$ cat src/rtl/loader_pkg.sv
// Shared types and constants for the byte-stream program loader.
package loader_pkg;

  typedef enum logic [2:0] {
    S_IDLE,
    S_LEN_LO,
    S_LEN_HI,
    S_DATA_LO,
    S_DATA_HI,
    S_CHECK,
    S_DONE
  } state_e;

  localparam logic [7:0] SYNC_BYTE_DEFAULT = 8'hA5;

  typedef logic [15:0] halfword_t;
  typedef logic [31:0] instr_index_t;

endpackage

$ cat src/rtl/frame_checksum.sv
// Running XOR over the frame bytes between SYNC and CHK.
module frame_checksum (
  input  logic       clk,
  input  logic       reset,
  input  logic       clear,
  input  logic       enable,
  input  logic [7:0] data_in,
  output logic [7:0] result
);

  logic [7:0] acc_q, acc_d;

  always_comb begin
    acc_d = acc_q;
    if (clear)       acc_d = 8'h00;
    else if (enable) acc_d = acc_q ^ data_in;
  end

  // NOTE: state registers use non-blocking assignment so every flop samples pre-edge values.
  always_ff @(posedge clk) begin
    if (reset) acc_q <= 8'h00;
    else       acc_q <= acc_d;
  end

  assign result = acc_q;

endmodule

$ cat src/rtl/program_loader.sv
// Frame parser that turns a SYNC/LEN/DATA/CHK byte stream into halfword writes
// on the CPU program download port.
module program_loader
  import loader_pkg::*;
#(
  parameter instr_index_t START_INDEX = '0,
  parameter int unsigned  MAX_WORDS   = 1024,
  parameter logic [7:0]   SYNC_BYTE   = SYNC_BYTE_DEFAULT
) (
  input  logic        clk,
  input  logic        reset,
  input  logic        byte_valid,
  input  logic [7:0]  byte_data,
  output logic        byte_ready,
  output logic        download_program,
  output logic [31:0] instruction_index,
  output logic [15:0] program_in,
  output logic        prog_we,
  output logic        load_done,
  output logic        load_error,
  output logic [15:0] words_loaded
);

  state_e       state_q, state_d;
  logic [15:0]  len_q, len_d;
  logic [7:0]   lo_q, lo_d;
  logic         download_q, download_d;
  instr_index_t index_q, index_d;
  halfword_t    prog_q, prog_d;
  logic         we_q, we_d;
  logic         done_q, done_d;
  logic         error_q, error_d;
  logic [15:0]  words_q, words_d;

  logic         accept;
  logic         chk_clear, chk_en;
  logic [7:0]   chk_result;
  logic [15:0]  len_full;

  // Ready is a function of state only, so it never loops back through byte_valid.
  assign byte_ready = (state_q != S_DONE);
  assign accept     = byte_valid && byte_ready;
  assign len_full   = {byte_data, len_q[7:0]};

  frame_checksum u_checksum (
    .clk     (clk),
    .reset   (reset),
    .clear   (chk_clear),
    .enable  (chk_en),
    .data_in (byte_data),
    .result  (chk_result)
  );

  // NOTE: every signal gets a default before the case so no path leaves it unassigned (no latches).
  always_comb begin
    state_d    = state_q;
    len_d      = len_q;
    lo_d       = lo_q;
    download_d = download_q;
    index_d    = index_q;
    prog_d     = prog_q;
    we_d       = 1'b0;
    done_d     = 1'b0;
    error_d    = error_q;
    words_d    = words_q;
    chk_clear  = 1'b0;
    chk_en     = 1'b0;

    unique case (state_q)
      S_IDLE: begin
        if (accept && byte_data == SYNC_BYTE) begin
          state_d    = S_LEN_LO;
          error_d    = 1'b0;
          words_d    = '0;
          chk_clear  = 1'b1;
          download_d = 1'b1;
        end
      end
      S_LEN_LO: begin
        if (accept) begin
          len_d[7:0] = byte_data;
          chk_en     = 1'b1;
          state_d    = S_LEN_HI;
        end
      end
      S_LEN_HI: begin
        if (accept) begin
          len_d  = len_full;
          chk_en = 1'b1;
          if (len_full == '0) begin
            state_d = S_CHECK;
          end else if (32'(len_full) > MAX_WORDS) begin
            error_d    = 1'b1;
            download_d = 1'b0;
            state_d    = S_IDLE;
          end else begin
            state_d = S_DATA_LO;
          end
        end
      end
      S_DATA_LO: begin
        if (accept) begin
          lo_d    = byte_data;
          chk_en  = 1'b1;
          state_d = S_DATA_HI;
        end
      end
      S_DATA_HI: begin
        if (accept) begin
          chk_en  = 1'b1;
          prog_d  = {byte_data, lo_q};
          index_d = START_INDEX + instr_index_t'(words_q);
          we_d    = 1'b1;
          words_d = words_q + 16'd1;
          state_d = (words_d < len_q) ? S_DATA_LO : S_CHECK;
        end
      end
      S_CHECK: begin
        if (accept) begin
          if (chk_result == byte_data) done_d  = 1'b1;
          else                         error_d = 1'b1;
          download_d = 1'b0;
          state_d    = S_DONE;
        end
      end
      S_DONE:  state_d = S_IDLE;
      default: state_d = S_IDLE;
    endcase
  end

  always_ff @(posedge clk) begin
    if (reset) begin
      state_q    <= S_IDLE;
      len_q      <= '0;
      lo_q       <= '0;
      download_q <= 1'b0;
      index_q    <= START_INDEX;
      prog_q     <= '0;
      we_q       <= 1'b0;
      done_q     <= 1'b0;
      error_q    <= 1'b0;
      words_q    <= '0;
    end else begin
      state_q    <= state_d;
      len_q      <= len_d;
      lo_q       <= lo_d;
      download_q <= download_d;
      index_q    <= index_d;
      prog_q     <= prog_d;
      we_q       <= we_d;
      done_q     <= done_d;
      error_q    <= error_d;
      words_q    <= words_d;
    end
  end

  assign download_program  = download_q;
  assign instruction_index = index_q;
  assign program_in        = prog_q;
  assign prog_we           = we_q;
  assign load_done         = done_q;
  assign load_error        = error_q;
  assign words_loaded      = words_q;

endmodule

$ cat config.mk
export PLATFORM = sky130hd
export DESIGN_NAME = program_loader
export DESIGN_NICKNAME = d
export VERILOG_FILES = /design/src/rtl/loader_pkg.sv /design/src/rtl/frame_checksum.sv /design/src/rtl/program_loader.sv
export SDC_FILE = /design/constraint.sdc
export NUM_CORES = 1
export LEC_CHECK = 0
export ABC_AREA = 1
export BUFFER_PORTS_ARGS = -buffer_cell sky130_fd_sc_hd__buf_2
export CAP_MARGIN = 10
export CORE_MARGIN = 10
export CORE_UTILIZATION = 35
export CTS_BUF_LIST = sky130_fd_sc_hd__clkbuf_4 sky130_fd_sc_hd__clkbuf_8
export DETAILED_ROUTE_END_ITERATION = 16
export SYNTH_ARGS = -nofsm -noshare
export SYNTH_HDL_FRONTEND = slang
export SYNTH_SLANG_ARGS = --single-unit
$ cat constraint.sdc
create_clock -name clk -period 4.6 [get_ports clk]
set_input_delay 0.46 -clock clk [delete_from_list [all_inputs] [get_ports clk]]
set_output_delay 0.46 -clock clk [all_outputs]
set_load 0.1 [all_outputs]
==> out/results.tsv <==
metric	value	unit
top_reg_cell synth	dfxtp_1	
TritonCTS clock tree	done	
drt drc	0	
Bufs on Longest Clock Path	2	
Tot GR Track Use	13.7	%
worst path cell trace	ha_1 > nand2_1 > nor2_2 > nand3_1 > nor2_2 > nand4_1 > xor2_1 > ha_1 > nand2_1 > nor4_1 > nand2_1 > nand2_1 > nand2_1 > nand2_1 > nand2_1 > a21oi_1	
I/O pin count	80	
CTS root buffer	clkbuf_8	
largest cells by area after synthesis	dfxtp_1 (41%), nand2_1 (8.7%), a21oi_1 (8.4%), o21ai_0 (6.5%), nor2_1 (5.9%)	
Iteration-0 DRC Markers	362	
Die W	131	µm
asr flop ratio synth	0	%
Inserted Clock Buffers	9	
drt via density	4.82	
wire per inst	14.8	µm
starting density of the core	35.7	%
most frequent CP cell	nand2_1	
number of global-route vias before repair	3751	
Internal	0.00113	W
YS warnings	0	
type of origin of the critical path	flop	
CP required	4.90	ns
#FFs+latches synth	87	
DRT antenna net count	0	
CP arrival	2.97	ns
Clk pwr share	32.3	%
Avg Cell Area, Syn	7.37	µm²
power share of the combinational group	19.7	%
slowest CP cell	dfxtp_1	
hpwl dp	8450	µm
IO buf count	63	
Switching Power	0.000548	W
Clock Skews	0.00666	ns
CTS sink cnt	87	
top cell type's share of synthesized area	40.6	%
Max Slew Vio Count	0	
Post-Place Worst Slack	1.92	ns
VDD IR max	0.258	mV
Syn-to-layout area delta	12.1	%
mapped cell area	4290	µm²
most numerous cell in the Yosys netlist	nand2_1	
PnR Total Power	0.00168	W
Ant. Diodes	0	
crit path kind	reg -> reg	
post-CTS setup buffers	0	
Core Area	12000	µm²
leak pwr	2.20	nW
initial antenna violation count	0	
Max Fclk	374	MHz
layout cells sized above 1	17.2	%
max-cap violation count	0	
fin crit period	2.68	ns
Detailed Routing Iterations Pass 1	5	
H-Tree Depth	3	
CP endpoint kind	flop	
actual slew at the worst max-slew pin	0.607	ns
Commonest cells post-synth	nand2_1 (99), dfxtp_1 (87), a21oi_1 (72)	
Hold Slack	0.432	ns
Final Setup Violations	0	
pin count of the biggest net entering global routing	61	
Core Util, Final	40.0	%
RSZ-0062 raised after global routing	false	
GRT overflow	0	
Final WS setup	1.92	ns
die area	17100	µm²
pwr/cell area	349	nW/µm²
Synth cell types	34	
Post-CTS Resized	0	
GPL Wtd Cong	0.907	
post-layout net count	660	
share of the yosys chip area belonging to registers	40.6	%
Clk pin slew, worst setup/hold paths	0.09	ns
Cell Rows	40	
Die H	131	µm
Sw Ratio	32.7	%
max incr delay on CP	0.48	ns
CP Max Fanout	9	
first-pass GRT wire length	18700	µm
TNS Setup	0	ns
Clock Latency Late Sink	0.37	ns
worst hold path class	in -> reg	
hold-fix buffer count after cts	0	
Final Hold Fails	0	
Yosys top cell by area	dfxtp_1	
Tcrit/Tclk final	58.2	%
Syn Inst Count	582	
power share of the sequential group	47.9	%
Post-synth EDFFs	0	
WL final	11600	µm
Vias	3780	
outcome	complete, no violations	
relative slew slack	59.5	%
==> cell type report <==
class,instances,area (µm²)
multi-input cells,405,2100
clock buffers,10,138
repair buffers,65,330
well taps,147,184
fillers,1293,7200
inverters,65,251
flip-flops and latches,87,1740
clock inverters,6,60.1
==> cell families (layout without fill, tap and decap cells) <==
kind of cell,count (synthesis),in the layout,share of synthesized area [%]
AOI/OAI and AO/OA,135,135,16.3
xor gates and xnor gates,21,21,4.29
adders and majority gates,16,16,4.67
buffers and inverters,105,146,11.7
DFF,87,87,40.6
other,1,16,0.0874
and+or+nand+nor,217,217,22.4
==> cell usage in the layout (no fill, tap or decap), drive strengths merged, types with 4 or more instances in the layout <==
master,synthesis,routed
xor2,19,19
clkbuf,9,10
buf,31,65
conb,1,16
dfxtp,87,87
nor2,75,75
nand3,19,19
clkinv,1,4
or2,8,8
ha,16,16
nand2,103,103
o21ai,57,57
nand4,9,9
inv,64,64
a21oi,72,72
==> worst max-delay path, delay by kind of cell, from the launching register on <==
kind	cells	cell delay [ns]
simple gates	12	1.34
fa+ha+maj	2	0.50
flops	1	0.48
xor+xnor	1	0.19
compound gates	1	0.11
==> path summary, 6_finish.rpt <==
path                                       from         end  slack [ns]  cells past startpoint
worst max-delay path            words_loaded[0]  state_q[2]        1.92                     16
worst min-delay path               byte_data[3]     lo_q[3]        0.43                      3
worst max register to register  words_loaded[0]  state_q[2]        1.92                     16
worst min register to register       load_error  load_error        0.46                      2
==> registers in the layout, indices dropped and copies added (netlist names) <==
| register | cells |
|---|---|
| download_program | 1 |
| instruction_index | 16 |
| len_q | 16 |
| lo_q | 8 |
| load_done | 1 |
| load_error | 1 |
| prog_we | 1 |
| program_in | 16 |
| state_q | 3 |
| u_checksum.result | 8 |
| words_loaded | 16 |
==> layer usage <==
layer,part of all wire [%],vias to the layer above,global-route usage [%]
li1,-,1945,-
met1,45,1722,16.9
met2,47,101,22.5
met3,7.1,12,3.95
met4,0.89,0,4.25
met5,0,-,0
==> power by group through the flow <==
stage                     sequential [W]  clock (W)  combinational, W
after floorplan                 0.000844          0          0.000257
after detailed placement        0.000820          0          0.000330
after CTS                       0.000803   0.000553          0.000331
final                           0.000804   0.000542          0.000331
after global routing            0.000808   0.000588          0.000367
after global placement          0.000820          0          0.000323
==> per-stage QoR <==
| step | std cells | instance area, µm² |
|---|---|---|
| after global placement | 769 | 4610 |
| after detailed placement | 769 | 4610 |
| after CTS | 785 | 4810 |
| final | 785 | 4810 |
| after floorplan | 597 | 4350 |
| after global routing | 785 | 4810 |
Power figures use the tool's default switching activity.
